`config.mk`:
```
export PLATFORM = sky130hd
export DESIGN_NAME = exit_report_uart
export DESIGN_NICKNAME = d
export VERILOG_FILES = /design/src/rtl/exit_report_uart.sv
export SDC_FILE = /design/constraint.sdc
export NUM_CORES = 1
export LEC_CHECK = 0
export CAP_MARGIN = 20
export CORE_MARGIN = 10
export CORE_UTILIZATION = 49
export DETAILED_ROUTE_END_ITERATION = 8
export PLACE_DENSITY_LB_ADDON = 0.25
export SYNTH_ARGS = -nofsm -noshare
export SYNTH_HDL_FRONTEND = slang
export SYNTH_SLANG_ARGS = --single-unit
```
`constraint.sdc`:
```
create_clock -name clk_core_slow_i -period 3.4 [get_ports clk_core_slow_i]
set_input_delay 0.34 -clock clk_core_slow_i [delete_from_list [all_inputs] [get_ports clk_core_slow_i]]
set_output_delay 0.34 -clock clk_core_slow_i [all_outputs]
set_load 0.005 [all_outputs]
```
`src/rtl/exit_report_uart.sv`:
```
// Reports program exit / illegal-instruction events as 11-byte ASCII lines
// ("E"/"I" + 8 uppercase hex digits + CR LF) on a UART 8N1 transmitter.
module exit_report_uart #(
  parameter int CLK_DIV = 87
) (
  input  logic        clk_core_slow_i,
  input  logic        rst_n,
  input  logic        exit_valid_i,
  input  logic [31:0] exit_value_i,
  input  logic        illegal_insn_i,
  input  logic [31:0] instr_addr_i,
  output logic        uart_tx_o,
  output logic        busy_o,
  output logic        done_o
);

  localparam logic [1:0]  S_IDLE  = 2'd0;
  localparam logic [1:0]  S_START = 2'd1;
  localparam logic [1:0]  S_DATA  = 2'd2;
  localparam logic [1:0]  S_STOP  = 2'd3;
  localparam logic [15:0] DIV_M1  = 16'(CLK_DIV - 1);
  localparam logic [3:0]  LAST_BYTE = 4'd10;

  logic        exit_q, ill_q;
  logic        exit_seen, ill_seen;
  logic        exit_pend, ill_pend;
  logic [31:0] exit_buf, ill_buf;
  logic        exit_evt, ill_evt;

  logic [1:0]  state;
  logic [15:0] cnt;
  logic [2:0]  bit_idx;
  logic [3:0]  byte_idx;
  logic        sel_ill;
  logic        tx;
  logic        done;

  logic        msg_end, launch;
  logic [31:0] msg_word, msg_sh;
  logic [2:0]  nib_sel, nxt_bit;
  logic [3:0]  nib;
  logic [7:0]  hex_chr, cur_byte;

  // Each event type fires once per reset: the seen flag masks later edges.
  assign exit_evt = exit_valid_i   & ~exit_q & ~exit_seen;
  assign ill_evt  = illegal_insn_i & ~ill_q  & ~ill_seen;

  assign msg_end = (state == S_STOP) && (cnt == 16'd0) && (byte_idx == LAST_BYTE);
  // A pending message starts from IDLE or straight out of the previous final STOP.
  assign launch  = (exit_pend | ill_pend) && ((state == S_IDLE) || msg_end);
  assign nxt_bit = bit_idx + 3'd1;

  always_comb begin
    msg_word = sel_ill ? ill_buf : exit_buf;
    nib_sel  = 3'(4'd8 - byte_idx);
    msg_sh   = msg_word >> {nib_sel, 2'b00};
    nib      = msg_sh[3:0];
    hex_chr  = (nib < 4'd10) ? (8'h30 + {4'h0, nib}) : (8'h37 + {4'h0, nib});
    case (byte_idx)
      4'd0:    cur_byte = sel_ill ? 8'h49 : 8'h45;
      4'd9:    cur_byte = 8'h0D;
      4'd10:   cur_byte = 8'h0A;
      default: cur_byte = hex_chr;
    endcase
  end

  always_ff @(posedge clk_core_slow_i or negedge rst_n) begin
    if (!rst_n) begin
      exit_q    <= 1'b0;
      ill_q     <= 1'b0;
      exit_seen <= 1'b0;
      ill_seen  <= 1'b0;
      exit_pend <= 1'b0;
      ill_pend  <= 1'b0;
      exit_buf  <= '0;
      ill_buf   <= '0;
    end else begin
      exit_q <= exit_valid_i;
      ill_q  <= illegal_insn_i;
      if (exit_evt) begin
        exit_seen <= 1'b1;
        exit_buf  <= exit_value_i;
      end
      if (ill_evt) begin
        ill_seen <= 1'b1;
        ill_buf  <= instr_addr_i;
      end
      // Exit wins arbitration, so an illegal launch only happens with no exit pending.
      exit_pend <= exit_evt | (exit_pend & ~launch);
      ill_pend  <= ill_evt  | (ill_pend & ~(launch & ~exit_pend));
    end
  end

  always_ff @(posedge clk_core_slow_i or negedge rst_n) begin
    if (!rst_n) begin
      state    <= S_IDLE;
      cnt      <= '0;
      bit_idx  <= '0;
      byte_idx <= '0;
      sel_ill  <= 1'b0;
      tx       <= 1'b1;
      done     <= 1'b0;
    end else begin
      if (msg_end && !sel_ill) done <= 1'b1;
      if (launch) begin
        state    <= S_START;
        cnt      <= DIV_M1;
        bit_idx  <= '0;
        byte_idx <= '0;
        sel_ill  <= ~exit_pend;
        tx       <= 1'b0;
      end else begin
        case (state)
          S_START: begin
            if (cnt == 16'd0) begin
              state   <= S_DATA;
              cnt     <= DIV_M1;
              bit_idx <= '0;
              tx      <= cur_byte[0];
            end else begin
              cnt <= cnt - 16'd1;
            end
          end
          S_DATA: begin
            if (cnt == 16'd0) begin
              cnt <= DIV_M1;
              if (bit_idx == 3'd7) begin
                state <= S_STOP;
                tx    <= 1'b1;
              end else begin
                bit_idx <= nxt_bit;
                tx      <= cur_byte[nxt_bit];
              end
            end else begin
              cnt <= cnt - 16'd1;
            end
          end
          S_STOP: begin
            if (cnt == 16'd0) begin
              if (byte_idx != LAST_BYTE) begin
                state    <= S_START;
                cnt      <= DIV_M1;
                bit_idx  <= '0;
                byte_idx <= byte_idx + 4'd1;
                tx       <= 1'b0;
              end else begin
                state <= S_IDLE;
              end
            end else begin
              cnt <= cnt - 16'd1;
            end
          end
          default: ;
        endcase
      end
    end
  end

  assign uart_tx_o = tx;
  assign busy_o    = (state != S_IDLE);
  assign done_o    = done;

endmodule

```
* After elaboration in Yosys (flattened, before gate mapping)
Index checks and enable logic that the tools add are counted.
** Operators by class
- Equal/unequal tests :: 14
- Multiplexer cells :: 36
- Bitwise operators :: 17
- $mul :: 0
- $add $sub $neg :: 6
- Reductions and logical operators :: 21
- Magnitude comparators :: 2
- Shifts and indexed selects :: 1
- Divide/modulo/power cells :: 0
** Operator list (count)
- $mux W16 :: 4
- $mux W32 :: 1
- $pmux W16 S2 :: 1
- $shr A32 B5 Y4 :: 1
- $pmux W7 S3 :: 1
- $mux W4 :: 5
- $mux W3 :: 6
- $logic_not A16 Y1 :: 1
- $sub A16 B1 Y16 const B :: 1
- $add A6 B4 Y7 const A :: 2
- $ne A3 B3 Y1 const B :: 4
- $mux W2 :: 5
- $reduce_and A5 Y1 :: 2
- $pmux W3 S3 :: 1
- $eq A4 B4 Y1 const B :: 2
- $mux W1 :: 8
- $reduce_bool A2 Y1 :: 4
- $and A1 B1 Y1 :: 7
- $mux W7 :: 1
- $not A1 Y1 :: 7
- $ne A3 B2 Y1 const B :: 2
- $pmux W2 S3 :: 1
- $reduce_and A6 Y1 :: 1
- $add A4 B1 Y4 const B :: 1
- other kinds (22) :: 28
** Storage, ports and cells
- Memory bits (writable) :: 0
- Bits in registers :: 98
- Input port bits :: 68
- Memory bits (read-only) :: 0
- Output and inout bits :: 3
- Memories :: 0
- Latch bits :: 0
- Logic and storage cells :: 112

* Depth between registers and ports, before layout
Gate-level depths: netlist of the first run.
- Word-level depth :: 11
- Depth in mapped cells :: 14
- Gate-level depth less buffers :: 11

* Least setup slack after synthesis of the first run
OpenSTA, ideal clock, no wires.
- Kind :: reg2reg
- Start :: reg byte_idx[0]
- End :: reg tx, in the netlist uart_tx_o
- Path buffers :: 2
- Data arrival time :: 3.324 ns
- Clock period less this slack :: 3.407 ns
- Library setup time :: 0.083 ns
- Setup slack :: -0.007 ns
- Cell stages (with the launch flop) :: 13
- Cell sequence :: dfrtp_1 -> clkbuf_1 -> buf_1 -> inv_1 -> ha_1 -> xor2_1 -> mux2i_1 -> mux2_2 -> ha_1 -> nand4_1 -> nor2_1 -> o311a_1 -> o32a_1
** Between the ends
- Cells in the longest elaborated chain, start to end :: 11
- Elaborated cells between the ends (all ways) :: 27
- Those cells by class :: add/sub: 3; order compare: 1; eq/ne: 7; shift: 1; mux: 9; reduce/logical: 6
** RTL lines
- from (decl) :: RTL line 33 : logic [3:0] byte_idx;
- from (signal assigned) :: RTL line 144 : byte_idx <= byte_idx + 4'd1;
- $sub A1 B3 Y3 :: RTL line 55 : nib_sel = 3'(4'd8 - byte_idx);
- $shr A32 B5 Y4 :: RTL line 56 : msg_sh = msg_word >> {nib_sel, 2'b00};
- $add A6 B4 Y7 or $lt A4 B4 Y1 (tied branches) :: RTL line 58 : hex_chr = (nib < 4'd10) ? (8'h30 + {4'h0, nib}) : (8'h37 + {4'h0, nib});
- $mux W7 :: RTL line 58
- $pmux W7 S3 :: RTL line 59 : case (byte_idx)
- $bmux W1 S3 :: RTL line 132 : tx <= cur_byte[nxt_bit];
- $mux W1 (implied by the code) :: RTL line 132
- $mux W1 :: RTL line 127 : if (bit_idx == 3'd7) begin
- $mux W1 :: RTL line 125 : if (cnt == 16'd0) begin
- $pmux W1 S3 :: RTL line 113 : case (state)
- $mux W1 :: RTL line 105 : if (launch) begin
- to (signal assigned) :: RTL line 119 : tx <= cur_byte[0];
- to (signal assigned) :: RTL line 132
- to (decl) :: RTL line 35 : logic tx;
Parallel ways exist; a longest one is shown, timed or not. The select of a mux whose other input is x is not followed.
A chain may end at the register's enable or synchronous reset.

* Final worst setup path of the first run
- Start :: reg cnt[8]
- End :: reg tx, in the netlist uart_tx_o
** Between the ends
- Cells in the longest elaborated chain, start to end :: 7
- Elaborated cells between the ends (all ways) :: 12
- Those cells by class :: eq/ne: 4; mux: 1; reduce/logical: 7
** RTL lines
- from (decl) :: RTL line 31 : logic [15:0] cnt;
- from (signal assigned) :: RTL line 121 : cnt <= cnt - 16'd1;
- from (signal assigned) :: RTL line 135 : cnt <= cnt - 16'd1;
- from (signal assigned) :: RTL line 150 : cnt <= cnt - 16'd1;
- $logic_not A16 Y1 (*)
- $logic_and A1 B1 Y1 (2 in series) :: RTL line 48 : assign msg_end = (state == S_STOP) && (cnt == 16'd0) && (byte_idx == LAST_BYTE);
- $logic_or A1 B1 Y1 :: RTL line 50 : assign launch = (exit_pend | ill_pend) && ((state == S_IDLE) || msg_end);
- $logic_and A1 B1 Y1 :: RTL line 50
- $ne A3 B2 Y1 (no source line), or another cell as far along
- $reduce_and A5 Y1 (no source line)
Every way passes the cells marked *; elsewhere a longest branch is shown, timed or not.

==> results of run 1 <==
## cells in the final DEF, fill, tap and decap left out, drive strengths merged, types with 3 or more instances in the layout
| cell type | synthesis | layout |
|---|---|---|
| nand2 | 16 | 16 |
| inv | 15 | 17 |
| xor2 | 7 | 7 |
| mux4 | 16 | 16 |
| mux2i | 7 | 7 |
| xnor2 | 11 | 11 |
| a211o | 3 | 3 |
| dfrtp | 97 | 97 |
| a31oi | 3 | 3 |
| or4 | 5 | 5 |
| clkdlybuf4s50 | 0 | 69 |
| nand4 | 4 | 4 |
| nor3 | 7 | 7 |
| nor4 | 6 | 6 |
| o21ai | 10 | 10 |
| ha | 13 | 13 |
| nor2 | 33 | 33 |
| a21oi | 9 | 9 |
| mux2 | 67 | 67 |
| clkbuf | 14 | 11 |
| nand3 | 15 | 15 |
| buf | 5 | 8 |
| nand2b | 7 | 7 |
## power groups by stage
| stage | Sequential (uW) | Combinational [uW] | Clock (uW) |
|---|---|---|---|
| after floorplan | 1350 | 212 | 0 |
| after global placement | 1360 | 346 | 0 |
| after detailed placement | 1370 | 356 | 0 |
| after CTS | 1350 | 357 | 796 |
| after global routing | 1360 | 385 | 846 |
| final | 1340 | 352 | 771 |
## routing by layer
layer,vias to the layer above,global-route usage,wire [um]
met5,-,0,0
met4,0,0.0339,91
met3,7,0.0549,614
met2,75,0.249,5230
met1,1705,0.198,4920
li1,1615,-,-
## state kept, by name, indices dropped and copies added, names as in the netlist, 2 cells and up
signal and count:
state 2, byte_idx 4, bit_idx 3, cnt 16
ill_buf 32, exit_buf 32
## cells by family (layout without fill, tap and decap cells)
kind of cell | count (synthesis) | in the layout | share of synthesized area
AND/OR/NAND/NOR | 108 | 108 | 0.115
multiplexers | 90 | 90 | 0.237
buffers and inverters | 34 | 108 | 0.0266
AO/OA/AOI/OAI | 46 | 46 | 0.0661
XOR/XNOR | 18 | 18 | 0.0316
flip-flops | 98 | 98 | 0.491
adder cells (fa/ha/maj) | 13 | 13 | 0.0326
## area by class of cell
cell class	count	area [um^2]
clock buffers	11	141
fillers	781	3820
clock inverters	5	60.1
inverters	15	56.3
repair buffers	77	751
flip-flops and latches	98	2450
multi-input cells	275	2420
well taps	133	166
## through the flow
step	utilization	setup WS, ns	cells	power, uW	hold slack (ns)
after floorplan	-	0.161	407	1560	0.0444
after global placement	0.593	0.408	598	1710	0.457
after detailed placement	0.593	0.319	598	1720	0.449
after CTS	0.613	0.297	614	2500	0.0708
after global routing	0.613	0.141	614	2590	0.0978
final	0.613	0.267	614	2470	0.0501
## how the worst max path moves through the flow
stage / from / slack [ns] / cells after the start / end
final: cnt[8] / 0.27 / 7 / uart_tx_o
after global routing: cnt[9] / 0.14 / 7 / uart_tx_o
after CTS: cnt[8] / 0.30 / 7 / uart_tx_o
after detailed placement: cnt[8] / 0.32 / 7 / uart_tx_o
after global placement: cnt[8] / 0.41 / 7 / uart_tx_o
after floorplan: byte_idx[0] / 0.16 / 12 / uart_tx_o
==> impl_metrics.prom, run 1 <==
# TYPE chip_impl_metric gauge
chip_impl_info{name="grt_setup_unrepaired",value="false"} 1
chip_impl_metric{name="worst_ep_required_time",unit="ns"} 3.71
chip_impl_info{name="run_status",value="complete, no violations"} 1
chip_impl_info{name="tritoncts",value="built"} 1
chip_impl_metric{name="ant_nets",unit=""} 0
chip_impl_info{name="r2r_start",value="cnt[8]"} 1
chip_impl_metric{name="antenna_cells",unit=""} 0
chip_impl_metric{name="async_set_reset_flop_share_out_of_synthesis",unit=""} 1.00
chip_impl_info{name="worstHoldPathType",value="in2async"} 1
chip_impl_metric{name="slowest_delay",unit="ns"} 0.65
chip_impl_metric{name="post_synth_instance_area",unit="um^2"} 4990
chip_impl_metric{name="num_vias",unit=""} 3402
chip_impl_metric{name="area_growth_syn_to_layout",unit="%"} 21.1
chip_impl_metric{name="seq_power_share",unit=""} 0.545
chip_impl_metric{name="grt_overflow_total",unit=""} 0
chip_impl_metric{name="p_comb_frac",unit=""} 0.143
chip_impl_metric{name="final_instance_area",unit="um^2"} 6050
chip_impl_metric{name="worst_slew_margin_rel",unit=""} 0.477
chip_impl_metric{name="hold_viol_final",unit=""} 0
chip_impl_metric{name="post_synth_num_cell_types",unit=""} 53
chip_impl_metric{name="total_leakage_power",unit="uW"} 0.00258
chip_impl_metric{name="timing.max_cap.violations",unit=""} 0
chip_impl_metric{name="layout_worst_path_cycle_share",unit=""} 0.921
chip_impl_info{name="crit-reg2reg-capture",value="uart_tx_o"} 1
chip_impl_metric{name="worstPathBufferInverterCount",unit=""} 0
chip_impl_metric{name="die_outline_area",unit="um^2"} 14600
chip_impl_metric{name="firstDrtPassIters",unit=""} 4
chip_impl_metric{name="core",unit="um^2"} 9860
chip_impl_metric{name="power_switching_share",unit=""} 0.239
chip_impl_metric{name="max_clock_freq",unit="GHz"} 0.319
chip_impl_metric{name="cts.sink_count",unit=""} 98
chip_impl_metric{name="ios",unit=""} 71
chip_impl_info{name="timing.critical_path.max_delay_family",value="simple AND/OR/NAND/NOR gates"} 1
chip_impl_metric{name="place.gp.congestion",unit=""} 0.861
chip_impl_metric{name="clock_latency",unit="ns"} 0.37
chip_impl_metric{name="route.detailed.drc",unit=""} 0
chip_impl_metric{name="clock_power_share",unit=""} 0.312
chip_impl_metric{name="finalWorstPathRequiredPeriod",unit="ns"} 3.13
chip_impl_metric{name="vdd.ir_drop.worst",unit="mV"} 0.366
chip_impl_info{name="timing.critical_path.cells",value="or4_1, nor4_2, a31oi_1, or2_1, and3_4, or3b_1, o32a_1"} 1
chip_impl_metric{name="power_density",unit="nW/um^2"} 408
chip_impl_metric{name="crit_fanout",unit=""} 9
chip_impl_metric{name="synth.yosys.warnings",unit=""} 0
chip_impl_metric{name="post_synth_edffs",unit=""} 0
chip_impl_metric{name="first_global_vias",unit=""} 3676
chip_impl_metric{name="wire_per_inst",unit="um"} 17.7
chip_impl_metric{name="synth-seq-cells",unit=""} 98
chip_impl_metric{name="placement_rows",unit=""} 36
chip_impl_metric{name="ctsHtreeMaxLevel",unit=""} 3
chip_impl_metric{name="worst-r2r-setup-slack",unit="ns"} 0.27
chip_impl_metric{name="clkSlewWorstSetupHoldPaths",unit="ns"} 0.09
chip_impl_metric{name="avgViaCountPerCell",unit=""} 5.54
chip_impl_metric{name="clk_path_buf_depth",unit=""} 2
chip_impl_metric{name="placement.cell_area",unit="um^2"} 5850
chip_impl_metric{name="mappedNetlistNets",unit=""} 488
chip_impl_info{name="synthFlopType",value="dfrtp_1"} 1
chip_impl_info{name="crit_path_end_kind",value="register"} 1
chip_impl_metric{name="routed_wirelength",unit="mm"} 10.8
chip_impl_info{name="yosysTopAreaCell",value="dfrtp_1"} 1
chip_impl_metric{name="tns",unit="ns"} 0
chip_impl_info{name="ys_top_cells_by_area",value="dfrtp_1, mux2_2, mux4_2, ha_1, nor2_1"} 1
chip_impl_metric{name="die-height",unit="um"} 121
chip_impl_metric{name="final.setup_skew",unit="ns"} 0.00933
chip_impl_info{name="synth_commonest_cells",value="dfrtp_1, mux2_2, nor2_1, mux4_2, nand2_1"} 1
chip_impl_metric{name="maximum_number_of_pins_on_one_net_before_global_route_repair",unit=""} 62
chip_impl_metric{name="worst_slew_pin_slew",unit="ns"} 0.785
chip_impl_metric{name="arrival",unit="ns"} 3.44
chip_impl_metric{name="chipWidth",unit="um"} 121
chip_impl_metric{name="cts_made_buffers",unit=""} 9
chip_impl_info{name="cp_slowest_cell",value="or4_1"} 1
chip_impl_metric{name="post-synth-top-area-fraction",unit=""} 0.486
chip_impl_metric{name="cell_internal_pwr",unit="uW"} 1880
chip_impl_metric{name="ff2ff_path_depth",unit=""} 7
chip_impl_metric{name="synth.avg_cell_area",unit="um^2"} 12.3
chip_impl_info{name="startpoint_type",value="register"} 1
chip_impl_info{name="root_buffer",value="clkbuf_8"} 1
chip_impl_info{name="yosysMostFrequentCell",value="dfrtp_1"} 1
chip_impl_metric{name="post_cts_setup_bufs",unit=""} 0
chip_impl_metric{name="final_net_count",unit=""} 557
chip_impl_metric{name="fraction_of_layout_cells_with_a_size_suffix_above_1",unit=""} 0.243
chip_impl_metric{name="io_buffer_count",unit=""} 70
chip_impl_metric{name="number_of_antenna_violations_at_the_first_check_in_global_routing",unit=""} 0
chip_impl_metric{name="syn-instance-count",unit=""} 407
chip_impl_metric{name="report.final.slew_viol_count",unit=""} 0
chip_impl_metric{name="post_synthesis_sequential_area_ratio",unit=""} 0.491
chip_impl_info{name="worst-setup-path-type",value="reg2reg"} 1
chip_impl_metric{name="cts_repair_resize_count",unit=""} 0
chip_impl_metric{name="switching_power_of_the_nets",unit="uW"} 590
chip_impl_metric{name="initial_cell_density_of_the_core",unit=""} 0.506
chip_impl_metric{name="hpwl",unit="mm"} 8.05
chip_impl_metric{name="detail_route.iter0.violations",unit=""} 201
chip_impl_metric{name="finalSetupViolCount",unit=""} 0
chip_impl_metric{name="quantity_of_hold_fixing_buffers_added_after_cts",unit=""} 0
chip_impl_metric{name="grt_usage",unit=""} 0.156
chip_impl_metric{name="wire_length_of_the_first_global_routing_pass",unit="mm"} 18.4
Note: power is estimated with default switching activity, not from simulation.
==> run 2: changes to the inputs <==
--- a/config.mk
+++ b/config.mk
@@ -6,10 +6,11 @@
 export NUM_CORES = 1
 export LEC_CHECK = 0
 export CAP_MARGIN = 20
-export CORE_MARGIN = 10
+export CORE_MARGIN = 2
 export CORE_UTILIZATION = 49
+export CTS_CLUSTER_DIAMETER = 200
 export DETAILED_ROUTE_END_ITERATION = 8
-export PLACE_DENSITY_LB_ADDON = 0.25
+export PLACE_DENSITY = 0.76
 export SYNTH_ARGS = -nofsm -noshare
 export SYNTH_HDL_FRONTEND = slang
 export SYNTH_SLANG_ARGS = --single-unit
==> run 2 against run 1 <==
Critical path depth unchanged. Sequential cell count unchanged. Core utilization increased by 0.18 points. Clock power decreased by 9.7%. Register-to-register slack improved by 0.08 ns. First-iteration DRC count decreased by 15%. Clock skew increased by 0.0015 ns. Worst hold slack improved by 0.41 ns. Sequential power about the same. Critical path type unchanged. Highest routed layer unchanged.
==> impl_metrics.prom, run 2 (synthesis results as in run 1) <==
# TYPE chip_impl_metric gauge
chip_impl_metric{name="total_leakage_power",unit="uW"} 0.00257
chip_impl_metric{name="finalPower",unit="uW"} 2400
chip_impl_metric{name="fraction_of_layout_cells_with_a_size_suffix_above_1",unit=""} 0.243
chip_impl_metric{name="worst_slew_margin_rel",unit=""} 0.631
chip_impl_metric{name="vdd.ir_drop.worst",unit="mV"} 0.230
chip_impl_info{name="mostFrequentLayoutCells",value="dfrtp_1, clkdlybuf4s50_1, mux2_2, nor2_1"} 1
chip_impl_metric{name="grt_overflow_total",unit=""} 0
chip_impl_metric{name="timing.max_cap.violations",unit=""} 0
chip_impl_metric{name="grt_usage",unit=""} 0.205
chip_impl_info{name="crit-reg2reg-capture",value="uart_tx_o"} 1
chip_impl_metric{name="area_growth_syn_to_layout",unit="%"} 20.9
chip_impl_metric{name="report.final.slew_viol_count",unit=""} 0
chip_impl_metric{name="detail_route.iter0.violations",unit=""} 170
chip_impl_metric{name="wire_length_of_the_first_global_routing_pass",unit="mm"} 17.8
chip_impl_info{name="layout.cells.most_common",value="dfrtp_1"} 1
chip_impl_metric{name="crit_fanout",unit=""} 9
chip_impl_metric{name="final_net_count",unit=""} 558
chip_impl_metric{name="place.gp.congestion",unit=""} 0.842
chip_impl_metric{name="firstDrtPassIters",unit=""} 4
chip_impl_metric{name="finalSetupViolCount",unit=""} 0
chip_impl_metric{name="ff2ff_path_depth",unit=""} 7
chip_impl_metric{name="max_clock_freq",unit="GHz"} 0.328
chip_impl_metric{name="layout_worst_path_cycle_share",unit=""} 0.897
chip_impl_metric{name="wire_per_inst",unit="um"} 16.9
chip_impl_metric{name="initial_cell_density_of_the_core",unit=""} 0.509
chip_impl_info{name="crit_path_end_kind",value="register"} 1
chip_impl_metric{name="hpwl",unit="mm"} 7.69
chip_impl_metric{name="clk_path_buf_depth",unit=""} 2
chip_impl_metric{name="ant_nets",unit=""} 0
chip_impl_metric{name="routed_wirelength",unit="mm"} 10.4
chip_impl_info{name="reg.largest.list",value="exit_buf x32, ill_buf x32, cnt x16"} 1
chip_impl_info{name="worstHoldPathType",value="in2async"} 1
chip_impl_metric{name="route.detailed.drc",unit=""} 0
chip_impl_metric{name="io_buffer_count",unit=""} 70
chip_impl_metric{name="chipWidth",unit="um"} 105
chip_impl_metric{name="finalWorstPathRequiredPeriod",unit="ns"} 3.05
chip_impl_info{name="r2r_start",value="cnt[8]"} 1
chip_impl_info{name="cp_slowest_cell",value="or4_1"} 1
chip_impl_metric{name="fillerInstances",unit=""} 835
chip_impl_metric{name="ios",unit=""} 71
chip_impl_metric{name="clock_latency",unit="ns"} 0.37
chip_impl_info{name="grt_setup_unrepaired",value="false"} 1
chip_impl_metric{name="worst-r2r-setup-slack",unit="ns"} 0.35
chip_impl_metric{name="power_density",unit="nW/um^2"} 397
chip_impl_metric{name="worst_ep_required_time",unit="ns"} 3.70
chip_impl_metric{name="die-height",unit="um"} 105
chip_impl_info{name="run_status",value="complete, no violations"} 1
chip_impl_metric{name="arrival",unit="ns"} 3.35
chip_impl_metric{name="avgViaCountPerCell",unit=""} 5.60
chip_impl_info{name="timing.critical_path.cells",value="or4_1, nor4_2, a31oi_1, or2_1, and3_4, or3b_1, o32a_1"} 1
chip_impl_info{name="startpoint_type",value="register"} 1
chip_impl_metric{name="layout.area.seq",unit="um^2"} 2450
chip_impl_metric{name="core",unit="um^2"} 9820
chip_impl_metric{name="maximum_number_of_pins_on_one_net_before_global_route_repair",unit=""} 42
chip_impl_metric{name="tns",unit="ns"} 0
chip_impl_metric{name="die_outline_area",unit="um^2"} 11000
chip_impl_metric{name="first_global_vias",unit=""} 3550
chip_impl_metric{name="number_of_antenna_violations_at_the_first_check_in_global_routing",unit=""} 0
chip_impl_metric{name="cts_made_buffers",unit=""} 9
chip_impl_metric{name="antenna_cells",unit=""} 0
chip_impl_info{name="worst-setup-path-type",value="reg2reg"} 1
chip_impl_metric{name="hold_viol_final",unit=""} 0
chip_impl_metric{name="clkSlewWorstSetupHoldPaths",unit="ns"} 0.10
chip_impl_metric{name="multi_input_area",unit="um^2"} 2420
chip_impl_metric{name="cts.sink_count",unit=""} 98
chip_impl_metric{name="placement_rows",unit=""} 36
chip_impl_info{name="tritoncts",value="built"} 1
chip_impl_metric{name="ctsHtreeMaxLevel",unit=""} 3
chip_impl_metric{name="worst_slew_pin_slew",unit="ns"} 0.552
chip_impl_metric{name="slowest_delay",unit="ns"} 0.64
chip_impl_metric{name="final.setup_skew",unit="ns"} 0.0108
chip_impl_metric{name="num_vias",unit=""} 3447
chip_impl_info{name="root_buffer",value="clkbuf_8"} 1
==> run 2: routing by layer <==
metal | wire [um] | vias up | share of wire | GRT usage
met3 | 517 | 16 | 0.050 | 0.0387
met4 | 180 | 0 | 0.017 | 0.0676
met1 | 4670 | 1715 | 0.45 | 0.279
met5 | 0 | - | 0 | 0
li1 | - | 1626 | - | -
met2 | 5040 | 90 | 0.48 | 0.333
==> run 2: worst max path at each step <==
stage / from / to / cells after the start
after global routing: cnt[8] / uart_tx_o / 7
final: cnt[8] / uart_tx_o / 7
after floorplan: byte_idx[0] / uart_tx_o / 12
after CTS: cnt[8] / uart_tx_o / 7
after detailed placement: cnt[8] / uart_tx_o / 7
after global placement: cnt[9] / uart_tx_o / 7
==> run 2: through the flow <==
step	instances	hold WS, ns	setup slack (ns)	cell area [um^2]	util
2_1_floorplan	407	0.0444	0.161	5000	-
3_3_place_gp	598	0.343	0.444	5850	0.596
3_5_place_dp	598	0.343	0.367	5850	0.596
4_1_cts	615	0.465	0.340	6040	0.615
5_1_grt	615	0.475	0.137	6040	0.615
6_report	615	0.456	0.350	6040	0.615
==> run 2: cell type report <==
cell class,instances,share of cell area
Clock buffer,10,0.0211
Inverter,15,0.00932
Clock inverter,6,0.00808
Multi-Input combinational cell,275,0.402
Tap cell,133,0.0276
Sequential cell,98,0.406
Timing Repair Buffer,78,0.126
==> run 2: power breakdown <==
group	internal (uW)	switching (uW)	total, uW
sequential	1280	60.6	1350
clock	275	421	696
combinational	228	125	353
==> run 2: worst max-delay path: cells and delay by family (launching register included) <==
family / cells / cell delay (ns)
compound gates: 2 / 0.54
flops: 1 / 0.41
simple gates: 5 / 2.03
==> run 2: repair_timing <==
| item | 4_1_cts | 5_1_grt |
|---|---|---|
| gates resized for setup | 0 | 0 |
| setup buffers | 0 | 0 |
| hold buffers | 1 | 0 |
| hold endpoints to repair | 38 | 0 |
